<file path="config.mk">
export PLATFORM = sky130hd
export DESIGN_NAME = gray_frame_writer_flat
export DESIGN_NICKNAME = d
export VERILOG_FILES = /design/src/rtl/gray_frame_writer_pkg.sv /design/src/rtl/gray_frame_writer_if.sv /design/src/rtl/gray_frame_writer_sync_fifo.sv /design/src/rtl/gray_frame_writer.sv /design/src/flat_wrapper.sv
export SDC_FILE = /design/constraint.sdc
export NUM_CORES = 1
export LEC_CHECK = 0
export ABC_AREA = 0
export BUFFER_PORTS_ARGS = -buffer_cell sky130_fd_sc_hd__buf_2
export CAP_MARGIN = 20
export CORE_MARGIN = 2
export CORE_UTILIZATION = 30
export CTS_BUF_LIST = sky130_fd_sc_hd__clkbuf_2 sky130_fd_sc_hd__clkbuf_4 sky130_fd_sc_hd__clkbuf_8
export CTS_CLUSTER_DIAMETER = 50
export CTS_CLUSTER_SIZE = 10
export DETAILED_ROUTE_END_ITERATION = 8
export SLEW_MARGIN = 15
export SYNTH_ARGS = -nofsm -noshare
export SYNTH_HDL_FRONTEND = slang
export SYNTH_HIERARCHICAL = 1
export SYNTH_SLANG_ARGS = --single-unit
</file>
<file path="constraint.sdc">
create_clock -name i_clk -period 12.39 [get_ports i_clk]
set_input_delay 1.239 -clock i_clk [delete_from_list [all_inputs] [get_ports i_clk]]
set_output_delay 1.239 -clock i_clk [all_outputs]
set_load 0.02 [all_outputs]
</file>
<file path="src/rtl/gray_frame_writer_pkg.sv">
// Shared types for the grayscale frame writer: FSM states, pixel payload
// and the gray/black-white to RGB level mapping.
package gray_writer_pkg;

   typedef enum logic [1:0] {
      S_IDLE,
      S_RUN,
      S_DRAIN,
      S_DONE
   } state_t;

   localparam int PIX_W = 10;
   localparam logic [PIX_W-1:0] WHITE = 10'd1023;

   typedef struct packed {
      logic             bw;
      logic [PIX_W-1:0] color;
   } pix_t;

   // Level driven onto all three colour channels for one buffered pixel.
   function automatic logic [PIX_W-1:0] pix_to_level(input logic bw_mode, input pix_t p);
      if (!bw_mode) return p.color;
      return p.bw ? '0 : WHITE;
   endfunction

endpackage

</file>
<file path="src/rtl/gray_frame_writer_if.sv">
// Pixel input and SDRAM write port of the frame writer.
// Valid/ready: a pixel is offered when i_valid is high (never back-pressured);
// a write transfers on the cycle o_write_request && i_write_ack, and the
// address/data hold steady while the request waits for its ack.
interface gray_frame_writer_if #(
   parameter int ADDR_W = 19
);
   import gray_writer_pkg::*;

   logic              i_valid;
   logic [PIX_W-1:0]  i_color;
   logic              i_bw;
   logic              o_write_request;
   logic              i_write_ack;
   logic [ADDR_W-1:0] o_wr_addr;
   logic [PIX_W-1:0]  o_red;
   logic [PIX_W-1:0]  o_green;
   logic [PIX_W-1:0]  o_blue;

   modport slave (
      input  i_valid, i_color, i_bw, i_write_ack,
      output o_write_request, o_wr_addr, o_red, o_green, o_blue
   );

   modport master (
      output i_valid, i_color, i_bw, i_write_ack,
      input  o_write_request, o_wr_addr, o_red, o_green, o_blue
   );

endinterface

</file>
<file path="src/rtl/gray_frame_writer_sync_fifo.sv">
// Synchronous FIFO with a registered head word, async reset and a
// synchronous flush. Push and pop in the same cycle is legal at any fill level.
module sync_fifo #(
   parameter int WIDTH = 8,
   parameter int DEPTH = 16
) (
   input  logic                     i_clk,
   input  logic                     i_rst_n,
   input  logic                     i_flush,
   input  logic                     i_push,
   input  logic                     i_pop,
   input  logic [WIDTH-1:0]         i_data,
   output logic [WIDTH-1:0]         o_head,
   output logic                     o_full,
   output logic                     o_empty,
   output logic [$clog2(DEPTH):0]   o_count
);

   localparam int AW = $clog2(DEPTH);
   localparam int CW = AW + 1;

   logic [WIDTH-1:0] mem_q [DEPTH];
   logic [AW-1:0]    wr_ptr_q, rd_ptr_q, rd_nxt;
   logic [CW-1:0]    count_q, count_d;
   logic [WIDTH-1:0] head_q, head_d;
   logic             do_push, do_pop;

   assign o_full  = (count_q == CW'(DEPTH));
   assign o_empty = (count_q == '0);
   assign o_count = count_q;
   assign o_head  = head_q;

   assign do_pop  = i_pop & ~o_empty;
   assign do_push = i_push & (~o_full | do_pop);
   assign rd_nxt  = rd_ptr_q + AW'(1);

   always_comb begin
      count_d = count_q;
      if (do_push && !do_pop) count_d = count_q + CW'(1);
      if (!do_push && do_pop) count_d = count_q - CW'(1);
   end

   // Head follows whatever becomes the oldest entry after this cycle.
   always_comb begin
      head_d = head_q;
      if (count_q == '0 || (count_q == CW'(1) && do_pop)) begin
         if (do_push) head_d = i_data;
      end else if (do_pop) begin
         head_d = mem_q[rd_nxt];
      end
   end

   always_ff @(posedge i_clk) begin
      if (do_push) mem_q[wr_ptr_q] <= i_data;
   end

   always_ff @(posedge i_clk or negedge i_rst_n) begin
      if (!i_rst_n) begin
         wr_ptr_q <= '0;
         rd_ptr_q <= '0;
         count_q  <= '0;
         head_q   <= '0;
      end else if (i_flush) begin
         wr_ptr_q <= '0;
         rd_ptr_q <= '0;
         count_q  <= '0;
         head_q   <= '0;
      end else begin
         if (do_push) wr_ptr_q <= wr_ptr_q + AW'(1);
         if (do_pop)  rd_ptr_q <= rd_nxt;
         count_q <= count_d;
         head_q  <= head_d;
      end
   end

endmodule

</file>
<file path="src/rtl/gray_frame_writer.sv">
// Buffers per-pixel gray/bw values and writes one RGB pixel per SDRAM write
// handshake at the pixel's own frame index; overflow drops, never stalls.
module gray_frame_writer
   import gray_writer_pkg::*;
#(
   parameter int H_ACTIVE   = 800,
   parameter int V_ACTIVE   = 600,
   parameter int FIFO_DEPTH = 16,
   parameter int ADDR_W     = 19
) (
   input  logic                  i_clk,
   input  logic                  i_rst_n,
   input  logic                  i_start,
   input  logic                  i_bw_mode,
   gray_frame_writer_if.slave    bus,
   output logic                  o_busy,
   output logic                  o_done,
   output logic                  o_overflow,
   output state_t                o_state
);

   localparam int NUM_PIXEL = H_ACTIVE * V_ACTIVE;
   localparam int CNT_W     = $clog2(NUM_PIXEL + 1);
   localparam int FCW       = $clog2(FIFO_DEPTH) + 1;
   localparam logic [CNT_W-1:0] IN_END  = CNT_W'(NUM_PIXEL);
   localparam logic [CNT_W-1:0] IN_LAST = CNT_W'(NUM_PIXEL - 1);

   typedef struct packed {
      logic [ADDR_W-1:0] addr;
      pix_t              pix;
   } entry_t;

   state_t            state_q;
   logic [CNT_W-1:0]  in_cnt_q, in_cnt_d;
   logic              mode_q;
   logic              busy_q, done_q, overflow_q;

   entry_t            push_entry, head_entry;
   logic              fifo_full, fifo_empty;
   logic [FCW-1:0]    fifo_count;

   logic run, active, request, xfer, take, push, drop, flush;
   logic in_last, last_xfer;
   logic [PIX_W-1:0]  level;

   assign run     = (state_q == S_RUN);
   assign active  = run | (state_q == S_DRAIN);
   assign request = active & ~fifo_empty;
   assign xfer    = request & bus.i_write_ack;
   assign flush   = (state_q == S_IDLE) & i_start;

   // A pixel in its frame slot either enters the FIFO or is dropped; both advance the index.
   assign take     = run & bus.i_valid & (in_cnt_q < IN_END);
   assign push     = take & (~fifo_full | xfer);
   assign drop     = take & ~push;
   assign in_cnt_d = in_cnt_q + CNT_W'(1);

   // Frame ends when every slot has been seen and this transfer empties the FIFO.
   assign in_last   = (in_cnt_q == IN_END) | (take & (in_cnt_q == IN_LAST));
   assign last_xfer = xfer & in_last & (fifo_count == FCW'(1)) & ~push;

   assign push_entry = '{addr: ADDR_W'(in_cnt_q),
                         pix:  '{bw: bus.i_bw, color: bus.i_color}};

   sync_fifo #(
      .WIDTH ($bits(entry_t)),
      .DEPTH (FIFO_DEPTH)
   ) u_fifo (
      .i_clk   (i_clk),
      .i_rst_n (i_rst_n),
      .i_flush (flush),
      .i_push  (push),
      .i_pop   (xfer),
      .i_data  (push_entry),
      .o_head  (head_entry),
      .o_full  (fifo_full),
      .o_empty (fifo_empty),
      .o_count (fifo_count)
   );

   assign level               = request ? pix_to_level(mode_q, head_entry.pix) : '0;
   assign bus.o_write_request = request;
   assign bus.o_wr_addr       = request ? head_entry.addr : '0;
   assign bus.o_red           = level;
   assign bus.o_green         = level;
   assign bus.o_blue          = level;

   assign o_busy     = busy_q;
   assign o_done     = done_q;
   assign o_overflow = overflow_q;
   assign o_state    = state_q;

   always_ff @(posedge i_clk or negedge i_rst_n) begin
      if (!i_rst_n) begin
         state_q    <= S_IDLE;
         in_cnt_q   <= '0;
         mode_q     <= 1'b0;
         busy_q     <= 1'b0;
         done_q     <= 1'b0;
         overflow_q <= 1'b0;
      end else begin
         done_q <= 1'b0;
         case (state_q)
            S_IDLE: begin
               if (i_start) begin
                  state_q    <= S_RUN;
                  in_cnt_q   <= '0;
                  overflow_q <= 1'b0;
                  mode_q     <= i_bw_mode;
                  busy_q     <= 1'b1;
               end
            end
            S_RUN: begin
               if (take) in_cnt_q <= in_cnt_d;
               if (drop) overflow_q <= 1'b1;
               if (last_xfer) begin
                  state_q <= S_DONE;
                  busy_q  <= 1'b0;
                  done_q  <= 1'b1;
               end else if (take && in_cnt_q == IN_LAST) begin
                  state_q <= S_DRAIN;
               end
            end
            S_DRAIN: begin
               if (last_xfer || fifo_empty) begin
                  state_q <= S_DONE;
                  busy_q  <= 1'b0;
                  done_q  <= 1'b1;
               end
            end
            S_DONE: begin
               state_q <= S_IDLE;
            end
            default: state_q <= S_IDLE;
         endcase
      end
   end

endmodule

</file>
<file path="src/flat_wrapper.sv">
// flat-port wrapper written by rule: the top's interface ports become plain ports
module gray_frame_writer_flat import gray_writer_pkg::*;
#(
   parameter int H_ACTIVE   = 800,
   parameter int V_ACTIVE   = 600,
   parameter int FIFO_DEPTH = 16,
   parameter int ADDR_W     = 19
)
  (i_clk, i_rst_n, i_start, i_bw_mode, o_busy, o_done, o_overflow, o_state, bus_i_valid, bus_i_color, bus_i_bw, bus_i_write_ack, bus_o_write_request, bus_o_wr_addr, bus_o_red, bus_o_green, bus_o_blue);
  gray_frame_writer_if #(.ADDR_W(ADDR_W)) bus_i ();
  input  logic i_clk;
  input  logic i_rst_n;
  input  logic i_start;
  input  logic i_bw_mode;
  output logic o_busy;
  output logic o_done;
  output logic o_overflow;
  output state_t o_state;
  input wire logic [$bits(bus_i.i_valid)-1:0] bus_i_valid;
  input wire logic [$bits(bus_i.i_color)-1:0] bus_i_color;
  input wire logic [$bits(bus_i.i_bw)-1:0] bus_i_bw;
  input wire logic [$bits(bus_i.i_write_ack)-1:0] bus_i_write_ack;
  output wire logic [$bits(bus_i.o_write_request)-1:0] bus_o_write_request;
  output wire logic [$bits(bus_i.o_wr_addr)-1:0] bus_o_wr_addr;
  output wire logic [$bits(bus_i.o_red)-1:0] bus_o_red;
  output wire logic [$bits(bus_i.o_green)-1:0] bus_o_green;
  output wire logic [$bits(bus_i.o_blue)-1:0] bus_o_blue;
  assign bus_i.i_valid = bus_i_valid;
  assign bus_i.i_color = bus_i_color;
  assign bus_i.i_bw = bus_i_bw;
  assign bus_i.i_write_ack = bus_i_write_ack;
  assign bus_o_write_request = bus_i.o_write_request;
  assign bus_o_wr_addr = bus_i.o_wr_addr;
  assign bus_o_red = bus_i.o_red;
  assign bus_o_green = bus_i.o_green;
  assign bus_o_blue = bus_i.o_blue;
  gray_frame_writer #(.H_ACTIVE(H_ACTIVE), .V_ACTIVE(V_ACTIVE), .FIFO_DEPTH(FIFO_DEPTH), .ADDR_W(ADDR_W)) u_core (.i_clk(i_clk), .i_rst_n(i_rst_n), .i_start(i_start), .i_bw_mode(i_bw_mode), .bus(bus_i), .o_busy(o_busy), .o_done(o_done), .o_overflow(o_overflow), .o_state(o_state));
endmodule
</file>
---- Word-level counts from Yosys, hierarchy flattened ----
Memory sizes are Yosys's and may differ from the RTL's.
Cells that the tools add are included.
W data, S select, Z words.
word-level totals
  bits in registers ....................... 68
  memory bits (writable) .................. 480
  output and inout port bits .............. 55
  logic and storage cells ................. 108
  memories kept ........................... 1
memory list
  memory               words  width  rd ports  clocked after Yosys merged registers in  wr ports  RTL line                           source
  u_core.u_fifo.mem_q  16     30     1         0                                        1         gray_frame_writer_sync_fifo.sv:22  logic [WIDTH-1:0] mem_q [DEPTH];
operators by class
  $add $sub $neg .......................... 5
  magnitude comparators ................... 1
  equality and inequality tests ........... 14
  mux-type cells .......................... 35
  bitwise gates (word level) .............. 20
  reduce and logical (&&, ||, !) cells .... 22
operator list
  kind                     number
  $mux W30                 4
  $mux W19                 3
  $eq A19 B19 Y1 const B   2
  $pmux W19 S2             1
  $mux W10                 3
  $add A19 B1 Y19 const B  1
  $lt A19 B19 Y1 const B   1
  $mux W4                  4
  $mux W5                  3
  $and A1 B1 Y1            13
  $ne A2 B2 Y1 const B     5
  $mux W1                  9
  $reduce_and A3 Y1        3
  $reduce_bool A3 Y1       3
  $add A4 B1 Y4 const B    2
  $mux W2                  4
  $pmux W2 S4              1
  $reduce_bool A2 Y1       3
  $add A5 B1 Y5 const B    1
  $eq A5 B1 Y1 const B     1
  $eq A5 B5 Y1 const B     1
  $logic_not A5 Y1         1
  $sub A5 B1 Y5 const B    1
  $eq A2 B2 Y1 const B     2
  other kinds (13)         25

---- Longest topological paths before layout ----
Gate-level depths: netlist of the first run.
  depth in word-level cells ............... 11
  mapped depth ............................ 13

---- Modules after synthesis ----
The synthesis of the first run kept the hierarchy.
modules (own cells, without submodules)
  module             times used  cells an instance  area each (µm²)  seq. area each (µm²)
  sync_fifo          1           1060               20637.3          15489.9
  gray_frame_writer  1           258                2087.0           625.6

---- Least setup slack after synthesis of the first run ----
OpenSTA, ideal clock, no wires.
  path type ............................... input -> register
  start point ............................. input bus_i_valid
  end point ............................... memory u_core/u_fifo/mem_q[0][0] (netlist bit) (enable)
  library setup time ...................... 494 ps
  arrival ................................. 5399 ps
  data required time ...................... 11896 ps
  setup slack ............................. 6498 ps
  stages .................................. 6
  path buffers ............................ 0
  cell sequence ........................... nor2b_1 o21a_1 nor2_1 a211oi_1 o21ai_0 nor4_1
between the ends
  longest elaborated chain between the ends .. 6
RTL lines
  element                        RTL line                           source
  from (decl)                    flat_wrapper.sv:19                 input wire logic [$bits(bus_i.i_valid)-1:0] bus_i_valid;
  $and A1 B1 Y1 (2 in series)    gray_frame_writer.sv:53            assign take = run & bus.i_valid & (in_cnt_q < IN_END);
  $and A1 B1 Y1                  gray_frame_writer.sv:54            assign push = take & (~fifo_full | xfer);
  net u_core.push                gray_frame_writer.sv:42            logic run, active, request, xfer, take, push, drop, flush;
  $and A1 B1 Y1                  gray_frame_writer_sync_fifo.sv:34  assign do_push = i_push & (~o_full | do_pop);
  $mux W1                        gray_frame_writer_sync_fifo.sv:54  if (do_push) mem_q[wr_ptr_q] <= i_data;
  $mux W1 (implied by the code)  gray_frame_writer_sync_fifo.sv:54
  to (decl)                      gray_frame_writer_sync_fifo.sv:22
The timed path passes the listed nets, and every way through them passes these cells.

---- Worst setup path in the final report of the first run ----
  start point ............................. register u_core.in_cnt_q[8]
  end point ............................... memory u_core/u_fifo/mem_q[10][1] (netlist bit) (enable)
between the ends
  longest elaborated chain between the ends .. 6
RTL lines
  element                        RTL line                           source
  from (decl)                    gray_frame_writer.sv:34            logic [CNT_W-1:0] in_cnt_q, in_cnt_d;
  from (signal assigned)         gray_frame_writer.sv:114           if (take) in_cnt_q <= in_cnt_d;
  $lt A19 B19 Y1                 gray_frame_writer.sv:53
  $and A1 B1 Y1                  gray_frame_writer.sv:53
  $and A1 B1 Y1                  gray_frame_writer.sv:54
  net u_core.push                gray_frame_writer.sv:42
  $and A1 B1 Y1                  gray_frame_writer_sync_fifo.sv:34
  $mux W1                        gray_frame_writer_sync_fifo.sv:54
  $mux W1 (implied by the code)  gray_frame_writer_sync_fifo.sv:54
The timed path passes the listed nets, and every way through them passes these cells.

==> summary.md, run 1 <==
| Metric | Value |
|---|---|
| TritonRoute pass-1 iters | `5` |
| Clock sink total | `548` |
| Clk slew on worst S/H paths | `0.07 ns` |
| Grt ovf | `0` |
| DRC | `0` |
| Total number of yosys warnings | `6` |
| Main synth FF type | `edfxtp_1` |
| Max_slew headroom | `19.9%` |
| Critical path launch point type | `flop` |
| Cells after synthesis | `1,318` |
| Worst-Margin Slew | `1.20 ns` |
| Area contributors post-synth | `edfxtp_1 63%, mux4_2 12%, dfrtp_1 7.5%, inv_1 1.9%, a2bb2oi_1 1.1%` |
| Post-synth cell types | `68` |
| GRT Total Usage | `13.9%` |
| P_sw | `0.00211 W` |
| Post-Synth XOR/XNOR Area | `0.501%` |
| Post-CTS Setup Inserts | `0` |
| Fin nets | `1,425` |
| Per-cell routed wire length | `22.4 um` |
| Share of synthesized area spent on multiplexers | `12.2%` |
| Reg2reg start | `u_core/in_cnt_q[8]$_DFFE_PN0P_` |
| Final Max Slew Viols | `0` |
| Comb pwr share | `35.4%` |
| RR Endpoint | `u_core/u_fifo/mem_q[10][1]$_DFFE_PP_` |
| Die area | `78,000 um2` |
| Clock Power Share | `23.1%` |
| Core area | `74,700 um2` |
| Crit. End Element | `flop` |
| Avg Cell Area, Syn | `17.2 um2` |
| Compound-Gate Fraction of Synth Area | `7.04%` |
| Simple-Gate Fraction of Synth Area | `4.31%` |
| Via count | `12,361` |
| Root Driver | `clkbuf_8` |
| Setup violators final | `0` |
| Top Ports | `72` |
| Via/cell ratio | `5.12` |
| Hold bufs inserted after CTS | `0` |
| Yosys reg bits | `548` |
| First-pass GRT wire length | `81.8 mm` |
| Area Growth Syn to Fin | `12.8%` |
| Total Wirelength | `54.0 mm` |
| RSZ-0062 raised after global routing | `false` |
| Share of the synthesized area in the top cell type | `63.4%` |
| Max FO, Critical Path | `30` |
| CP Class | `reg -> reg` |
| Status | `complete, no violations` |
| CTS tree | `done` |
| Final GP Congestion | `0.820` |
| Sw frac | `35.2%` |
| Clk_skew | `0.0256 ns` |
| FFs w/ async S/R, synth | `12.4%` |
| ANT nets after route | `0` |
| Layout cells sized above 1 | `26.2%` |
| TNS Setup | `0 ns` |
| Initial antenna violation count | `3` |
| Sequential share of the synthesized area | `70.9%` |
| Chip Height | `279 um` |
| Int Power | `0.00388 W` |
| Final Hold Vio Count | `0` |
| Hold WC Path Type | `in -> async` |
| Vias in the first global route | `12,632` |
| Post-cts sizing count | `0` |
| FMAX | `0.221 GHz` |
| CTS H-Tree Depth | `3` |
| Die W | `279 um` |
| Period utilization | `36.5%` |
| Post-synth EDFFs | `480` |
| Hold_ws | `0.438 ns` |
| Maximum clock path buffer count | `3` |
| Hpwl dp | `31.0 mm` |
| Adder-Cell Fraction of Synth Area | `0.881%` |
| Largest net degree at the start of global routing | `65` |
| Minimum clock period | `4.52 ns` |
| CP arrival | `4.76 ns` |
| Initial core utilization | `30.4%` |
| FF-to-FF setup slack | `7.87 ns` |
| FF-to-FF path depth | `8` |
| Rows | `100` |
| Cell taking the most area after synthesis | `edfxtp_1` |
| Inserted Clock Buffers | `69` |
| Worst-Skew Late Latency | `0.63 ns` |
| Port Buf Inserts | `71` |
| Peak VDD IR | `0.162 mV` |
| Pwr per Cell Area | `234 nW/um2` |
| Main combinational cell family by area after synthesis | `multiplexers` |
| Pleak | `8.51 nW` |
| Syn Std Cell Area | `22,700 um2` |
| Syn nets | `1,351` |
| Worst endpoint required time | `12.63 ns` |
| Sequential power share | `41.5%` |
| Max-Cap Viols | `0` |
| DRT iter0 DRCs | `956` |
==> cells in the mapped netlist, types with 10 or more instances <==
master / instances
edfxtp_1: 480
mux4_2: 120
inv_1: 112
dfrtp_1: 68
nor2_1: 61
a21oi_1: 45
clkbuf_1: 36
a211oi_1: 30
o22ai_1: 30
a2bb2oi_1: 29
buf_4: 29
o32ai_1: 29
and2_1: 28
nand2_1: 28
buf_2: 22
ha_1: 16
o21ai_0: 12
nand4_1: 11
nand3_1: 10
==> cell type report <==
type / count / area [um2]
multi-input cells: 563 / 5800
fillers: 7022 / 49100
clock inverters: 11 / 143
inverters: 113 / 424
flip-flops and latches: 548 / 16100
diodes: 2 / 5.00
clock buffers: 113 / 1310
repair buffers: 97 / 633
well taps: 969 / 1210
==> per-layer routing <==
layer | vias up | track usage [%] | share of wire [%]
met5 | - | 0 | 0.030
met4 | 2 | 3.57 | 1.9
met3 | 89 | 3.08 | 7.4
met2 | 496 | 21.0 | 45
met1 | 6447 | 20.4 | 46
li1 | 5327 | - | -
==> worst max-delay path, cell delays in order (launching register included) <==
cell       delay [ns]
dfrtp_1          0.71
a2111oi_4        0.52
o21a_1           0.20
nor2_1           0.10
a211oi_1         0.63
o21ai_0          0.55
nor2_1           0.21
nand2_1          0.25
nor2_4           0.94
==> sequential cells by signal, summed over array words and instances (netlist names) <==
signal	cells
u_core/o_overflow	1
u_core/mode_q	1
u_core/u_fifo/wr_ptr_q	4
u_core/u_fifo/o_count	5
u_core/o_busy	1
u_core/in_cnt_q	19
u_core/o_state	2
u_core/u_fifo/o_head	30
u_core/o_done	1
u_core/u_fifo/rd_ptr_q	4
u_core/u_fifo/mem_q	480
==> cell families (layout without fill, tap and decap cells) <==
kind of cell	after synthesis	count (layout)
flip-flops	548	548
AO/OA/AOI/OAI	218	218
buffers and inverters	207	334
AND/OR/NAND/NOR	189	189
multiplexers	127	127
adder cells (fa/ha/maj)	16	16
XOR/XNOR	13	13
other	0	2
==> how the worst max path moves through the flow <==
stage          slack, ns                              endpoint  cells after the start                      startpoint
6_report            7.87  u_core/u_fifo/mem_q[10][1]$_DFFE_PP_                      8  u_core/in_cnt_q[8]$_DFFE_PN0P_
5_1_grt             7.56  u_core/u_fifo/mem_q[10][1]$_DFFE_PP_                      8  u_core/in_cnt_q[8]$_DFFE_PN0P_
4_1_cts             7.86  u_core/u_fifo/mem_q[9][27]$_DFFE_PP_                      8  u_core/in_cnt_q[8]$_DFFE_PN0P_
3_5_place_dp        7.57  u_core/u_fifo/mem_q[8][27]$_DFFE_PP_                      9                     bus_i_valid
3_3_place_gp        7.67  u_core/u_fifo/mem_q[8][25]$_DFFE_PP_                      9                     bus_i_valid
2_1_floorplan       6.50   u_core/u_fifo/mem_q[0][0]$_DFFE_PP_                      6                     bus_i_valid
==> through the flow <==
step / worst slack [ns] / area, um2 / util (%) / cells / total power (W)
after floorplan: 6.50 / 22700 / - / 1318 / 0.00399
after global placement: 7.67 / 24100 / 32.2 / 2286 / 0.00461
after detailed placement: 7.57 / 24100 / 32.2 / 2286 / 0.00464
after CTS: 7.86 / 25500 / 34.2 / 2410 / 0.00603
after global routing: 7.56 / 25600 / 34.3 / 2415 / 0.00629
final: 7.87 / 25600 / 34.3 / 2416 / 0.00599
==> power by group through the flow <==
stage                     combinational, W  sequential, W  clock [W]
after floorplan                    0.00160        0.00239          0
after CTS                          0.00212        0.00249    0.00142
after global placement             0.00209        0.00252          0
after detailed placement           0.00211        0.00253          0
after global routing               0.00228        0.00252    0.00149
final                              0.00212        0.00249    0.00138
==> layout by cell type (no fill, tap or decap), types with 28 or more instances in the layout <==
master     synthesis  final
clkbuf_8           0     73
o32ai_1           29     29
a2bb2oi_1         29     29
inv_1            112    112
a21oi_1           45     44
nand2_1           28     28
o22ai_1           30     30
a211oi_1          30     30
nor2_1            61     53
clkbuf_4           1     40
mux4_2           120    120
buf_2             22     70
dfrtp_1           68     67
edfxtp_1         480    480
No activity file was read; power rests on OpenSTA's default activity.
==> run 2: changes to the inputs <==
Settings changed: ABC_AREA 0 to 1.
Clock period 12.39 ns to 3.65 ns, I/O delays scaled along.
==> summary.md, run 2 <==
| Metric | Value |
|---|---|
| Status | `complete, no violations` |
| Critical path launch point type | `flop` |
| TNS Setup | `0 ns` |
| Area Growth Syn to Fin | `12.8%` |
| Cell taking the most area after synthesis | `edfxtp_1` |
| Crit. End Element | `flop` |
| Post-synth cell types | `33` |
| Chip Height | `286 um` |
| Main synth FF type | `edfxtp_1` |
| Top Ports | `72` |
| Sequential share of the synthesized area | `67.4%` |
| Commonest non-fill, non-tap cell in the layout | `nand2_1` |
| Rows | `103` |
| Worst-Skew Late Latency | `0.66 ns` |
| Grt ovf | `0` |
| Max reg flops | `480` |
| Maximum clock path buffer count | `3` |
| Fin nets | `2,395` |
| Max_slew headroom | `25.2%` |
| Cells after synthesis | `2,290` |
| FF/Latch Area | `16,100 um2` |
| CP arrival | `3.58 ns` |
| FFs w/ async S/R, synth | `12.4%` |
| Largest net degree at the start of global routing | `130` |
| Core area | `79,000 um2` |
| Total Wirelength | `63.7 mm` |
| Most numerous cell in the Yosys netlist | `nand2_1` |
| Peak VDD IR | `0.404 mV` |
| DRT met1 WL | `27.0 mm` |
| Footprint of the multi-input gates | `6800 um2` |
| CTS H-Tree Depth | `3` |
| Worst-Margin Slew | `1.12 ns` |
| DR WL met3 | `3.22 mm` |
| Final Hold Vio Count | `0` |
| Final core utilization | `34.2%` |
| Syn Std Cell Area | `23,900 um2` |
| Post-CTS Setup Inserts | `0` |
| Pwr per Cell Area | `732 nW/um2` |
| Via count | `16,384` |
| Setup violators final | `0` |
| Final Max Slew Viols | `0` |
| FMAX | `0.307 GHz` |
| RSZ-0062 raised after global routing | `false` |
| Die W | `286 um` |
| Fillers | `7,863` |
| First-pass GRT wire length | `97.4 mm` |
| Die area | `82,000 um2` |
| Post-synth EDFFs | `480` |
| Hpwl dp | `39.8 mm` |
| Clk_skew | `0.0238 ns` |
| Met2 wire length | `31.4 mm` |
| Yosys reg bits | `548` |
| GRT Total Usage | `15.6%` |
| CTS tree | `done` |
| Inserted Clock Buffers | `69` |
| TritonRoute pass-1 iters | `5` |
| CP Class | `reg -> reg` |
| Share of the synthesized area in the top cell type | `60.2%` |
| Max-Cap Viols | `0` |
| Max FO, Critical Path | `17` |
| Worst endpoint required time | `3.97 ns` |
| Post-cts sizing count | `0` |
| Layout cells sized above 1 | `12.7%` |
| Final GP Congestion | `0.841` |
| Pleak | `10.5 nW` |
| Minimum clock period | `3.26 ns` |
| Most flop-heavy register | `u_core/u_fifo/mem_q` |
| Initial core utilization | `30.3%` |
| Per-cell routed wire length | `18.5 um` |
| Initial antenna violation count | `0` |
| DRC | `0` |
| DRT iter0 DRCs | `1,582` |
| Commonest non-fill, non-tap cells in the layout | `804 x nand2_1, 480 x edfxtp_1, 449 x nand3_1` |
| Area contributors post-synth | `edfxtp_1 60%, nand2_1 13%, nand3_1 9.4%, dfrtp_1 7.1%, nor2_1 2.0%` |
| Clk slew on worst S/H paths | `0.07 ns` |
| Root Driver | `clkbuf_8` |
| Total number of yosys warnings | `6` |
| Port Buf Inserts | `71` |
| Period utilization | `89.3%` |
| Avg Cell Area, Syn | `10.4 um2` |
| Clock sink total | `548` |
| Via/cell ratio | `4.75` |
| Synth cell count leaders | `805 x nand2_1, 480 x edfxtp_1, 449 x nand3_1` |
| Syn nets | `2,323` |
| ANT nets after route | `0` |
| Vias in the first global route | `15,670` |
| Top layer in use | `met4` |
| Hold WC Path Type | `in -> reg` |
-- run 2: changes by cell type in the layout (fill, tap and decap cells not counted), moves of 24 or more --
cell and delta:
o22ai_1 -28, nand3_1 +439, a21oi_1 -41, a211oi_1 -30, mux4_2 -120, o32ai_1 -29, buf_4 +36, and2_1 -24
nor2_1 +61, nand2_1 +776, a2bb2oi_1 -29
-- run 2: cell families (layout without fill, tap and decap cells) --
| logic type | count (synthesis) | after routing | synth area share [%] |
|---|---|---|---|
| AND/OR/NAND/NOR | 1418 | 1418 | 25.1 |
| XOR/XNOR | 21 | 21 | 0.769 |
| other | 0 | 1 | 0 |
| buffers and inverters | 250 | 355 | 4.97 |
| adder cells (fa/ha/maj) | 16 | 16 | 0.837 |
| AO/OA/AOI/OAI | 37 | 37 | 0.983 |
| flip-flops | 548 | 548 | 67.4 |
-- run 2: final cells by class --
class | instances | area share (%)
well taps | 1050 | 4.87
clock buffers | 90 | 4.12
repair buffers | 143 | 3.93
clock inverters | 14 | 0.644
multi-input cells | 1492 | 25.2
inverters | 108 | 1.54
diodes | 1 | 0.00927
flip-flops and latches | 548 | 59.7
-- run 2: timing repair --
action,in CTS,in global routing
setup endpoints to repair,0,0
hold buffers,2,0
endpoints found under the hold margin,69,0
-- run 2: power breakdown --
| part | internal [W] | leakage, nW | switching (W) | total (W) |
|---|---|---|---|---|
| Clock | 0.00220 | 0.668 | 0.00224 | 0.00444 |
| Sequential | 0.00719 | 5.45 | 0.000266 | 0.00746 |
| Combinational | 0.00224 | 4.42 | 0.00562 | 0.00786 |
-- run 2: metal layers --
layer	up-vias	track usage, %
li1	7838	-
met1	7950	20.1
met2	491	26.4
met3	105	2.58
met4	0	5.54
met5	-	0
-- run 2: critical path: stages (launching register included) --
cell	delay, ns
dfrtp_1	0.46
inv_1	0.11
ha_1	0.25
nand3_2	0.14
inv_1	0.06
inv_1	0.08
nand2_1	0.18
nor2_1	0.29
inv_1	0.10
nand4_1	0.12
nand2_1	0.10
inv_1	0.23
nand2_1	0.33
nor2_4	0.18
buf_4	0.29
-- run 2: final timing paths --
check | startpoint | endpoint | slack [ns] | cells after the start
setup / recovery | u_core/u_fifo/o_count[0]$_DFFE_PN0P_ | u_core/u_fifo/mem_q[7][8]$_DFFE_PP_ | 0.39 | 14
hold / removal | i_start | u_core/mode_q$_DFFE_PN0P_ | 0.13 | 4
setup reg to reg | u_core/u_fifo/o_count[0]$_DFFE_PN0P_ | u_core/u_fifo/mem_q[7][8]$_DFFE_PP_ | 0.39 | 14
hold reg to reg | u_core/u_fifo/o_head[20]$_DFFE_PN0P_ | u_core/u_fifo/o_head[20]$_DFFE_PN0P_ | 0.48 | 2
max in group asynchronous | i_rst_n | u_core/u_fifo/rd_ptr_q[0]$_DFFE_PN0P_ | 2.61 | 2
min in group asynchronous | i_rst_n | u_core/u_fifo/o_head[14]$_DFFE_PN0P_ | 0.38 | 2
-- run 2: stage by stage --
step | power, W | worst slack (ns) | hold slack [ns] | instances | cell area [um2]
after floorplan | 0.0132 | 0.138 | 0.0694 | 2290 | 23900
after global placement | 0.0154 | 0.468 | 0.468 | 3338 | 25700
after detailed placement | 0.0154 | 0.393 | 0.465 | 3338 | 25700
after CTS | 0.0199 | 0.364 | 0.0808 | 3444 | 27000
after global routing | 0.0210 | 0.0354 | 0.121 | 3445 | 27000
final | 0.0198 | 0.389 | 0.132 | 3446 | 27000
==> run 3: changes to the inputs <==
Settings changed: ABC_AREA 1 to unset.
==> summary.md, run 3 (same netlist as run 1, synthesis figures left out) <==
| Metric | Value |
|---|---|
| Per-cell routed wire length | `23.5 um` |
| Clk slew on worst S/H paths | `0.07 ns` |
| Peak VDD IR | `0.570 mV` |
| Hold-critical path depth | `1` |
| TritonRoute pass-1 iters | `5` |
| Vias in the first global route | `13,112` |
| Final Hold Vio Count | `0` |
| Finished Layout Cells | `2,462` |
| Layout cells sized above 1 | `28.7%` |
| Status | `complete, no violations` |
| Rows | `100` |
| Crit path max-delay family | `simple AND/OR/NAND/NOR gates` |
| CP max stage delay | `0.44 ns` |
| Root Driver | `clkbuf_8` |
| Max FO, Critical Path | `22` |
| Pwr per Cell Area | `795 nW/um2` |
| Diode count | `0` |
| Most frequent CP cell | `inv_1` |
| Initial core utilization | `30.4%` |
| Slowest CP cell | `dfrtp_1` |
| Die area | `78,000 um2` |
| Commonest non-fill, non-tap cell in the layout | `edfxtp_1` |
| Via count | `12,716` |
| Reg2reg start | `u_core/u_fifo/o_count[0]$_DFFE_PN0P_` |
| Total Wirelength | `57.8 mm` |
| Placed insts | `2,333` |
| FF-to-FF setup slack | `0.32 ns` |
| Inserted Clock Buffers | `68` |
| GRT Total Usage | `14.8%` |
| Max reg flops | `480` |
| TNS Setup | `0 ns` |
| Placed Area | `24,700 um2` |
| Grt ovf | `0` |
| Most flop-heavy register | `u_core/u_fifo/mem_q` |
| Fin nets | `1,470` |
| ANT nets after route | `0` |
| Post-CTS Setup Inserts | `0` |
| FF-to-FF path depth | `11` |
| Pleak | `8.76 nW` |
| Final instance area | `26,100 um2` |
| Chip Height | `279 um` |
| Maximum clock path buffer count | `3` |
| Area Growth Syn to Fin | `14.9%` |
| Largest net degree at the start of global routing | `69` |
| Core area | `74,700 um2` |
| CP Class | `reg -> reg` |
| First-pass GRT wire length | `85.5 mm` |
| DRC | `0` |
| Crit. End Element | `flop` |
| Period utilization | `91.3%` |
| Worst endpoint required time | `3.98 ns` |
| Final Max Slew Viols | `0` |
| RSZ-0062 raised after global routing | `false` |
| Worst-Margin Slew | `0.859 ns` |
| Critical path launch point type | `flop` |
| Crit path buf inv count | `4` |
| Die W | `279 um` |
| Max-Cap Viols | `0` |
| Fillers | `6,934` |
| Top Ports | `72` |
| Port Buf Inserts | `71` |
| Final GP Congestion | `0.778` |
| CP endpoint | `u_core/u_fifo/mem_q[13][11]$_DFFE_PP_` |
| CTS tree | `done` |
| Commonest non-fill, non-tap cells in the layout | `480 x edfxtp_1, 120 x mux4_2, 111 x inv_1` |
| Initial antenna violation count | `7` |
| Worst-Skew Late Latency | `0.67 ns` |
| Crit path from | `u_core/u_fifo/o_count[0]$_DFFE_PN0P_` |
| RR Endpoint | `u_core/u_fifo/mem_q[13][11]$_DFFE_PP_` |
| Clock sink total | `548` |
| FMAX | `0.300 GHz` |
| Hpwl dp | `35.5 mm` |
| CTS H-Tree Depth | `3` |
| DRT iter0 DRCs | `1,150` |
| Setup violators final | `0` |
| Clk_skew | `0.0537 ns` |
| Via/cell ratio | `5.16` |
| Hold_ws | `0.119 ns` |
| Ordered list of cells on the worst path | `inv_1 > ha_1 > nor4b_1 > nor2b_2 > nand2_1 > inv_1 > inv_1 > a21boi_1 > nand3_1 > nor2_4 > buf_12` |
| CP arrival | `3.66 ns` |
| WP depth | `11` |
| Max_slew headroom | `42.6%` |
| Minimum clock period | `3.33 ns` |
| Hold WC Path Type | `in -> reg` |
| Final core utilization | `35.0%` |
-- run 3: cell count changes in the layout (fill, tap and decap cells not counted), moves of 28 or more --
cell and delta:
a211oi_1 +29, a21oi_1 +41, a2bb2oi_1 +29, mux4_2 +120
nand2_1 -777, nand3_1 -439, nor2_1 -61, o22ai_1 +28
o32ai_1 +29
-- run 3: report_power, final --
group / internal, W / switching [W] / leakage (nW)
Clock: 0.00234 / 0.00223 / 0.766
Combinational: 0.00323 / 0.00472 / 3.13
Sequential: 0.00769 / 0.000548 / 4.86
Total: 0.0133 / 0.00750 / 8.76
-- run 3: worst reg2reg max path: stages (launching register included) --
cell and delay (ns):
dfrtp_1 0.44, inv_1 0.13, ha_1 0.27, nor4b_1 0.18, nor2b_2 0.15, nand2_1 0.14
inv_1 0.20, inv_1 0.17, a21boi_1 0.32, nand3_1 0.36, nor2_4 0.43, buf_12 0.25
-- run 3: layout make-up --
type / count / area [um2] / share of cell area (%)
sequential: 548 / 16100 / 61.7
multi-input combinational: 563 / 5850 / 22.4
clock buffer: 117 / 1340 / 5.14
tap: 969 / 1210 / 4.64
timing repair buffer: 143 / 1100 / 4.21
inverter: 113 / 424 / 1.62
clock inverter: 9 / 76.3 / 0.292
-- run 3: how the worst min path moves through the flow --
stage | slack, ns | from | end
2_1_floorplan | 0.07 | i_rst_n | u_core/in_cnt_q[0]$_DFFE_PN0P_
3_3_place_gp | 0.53 | u_core/o_busy$_DFFE_PN0P_ | u_core/o_busy$_DFFE_PN0P_
3_5_place_dp | 0.53 | u_core/o_overflow$_DFFE_PN0P_ | u_core/o_overflow$_DFFE_PN0P_
4_1_cts | 0.08 | bus_i_color[7] | u_core/u_fifo/mem_q[11][7]$_DFFE_PP_
5_1_grt | 0.12 | bus_i_color[9] | u_core/u_fifo/mem_q[8][9]$_DFFE_PP_
6_report | 0.12 | bus_i_bw | u_core/u_fifo/mem_q[0][10]$_DFFE_PP_
-- run 3: routing by layer --
metal	global-route usage [%]	up-vias	wire, um
met5	0	-	15
met4	3.87	2	1010
met3	3.64	78	4600
met2	22.9	532	26400
met1	21.0	6687	25700
li1	-	5417	-
-- run 3: through the flow --
stage	power (W)	setup WS [ns]
after floorplan	0.0136	0.0261
after global placement	0.0163	0.355
after detailed placement	0.0163	0.248
after CTS	0.0209	0.145
after global routing	0.0218	0.0166
final	0.0208	0.319
-- run 3: repair_timing --
item,in CTS,in global routing
endpoints found under the setup margin,0,3
gates resized for setup,0,2
hold buffers,2,0
hold endpoints to repair,69,0
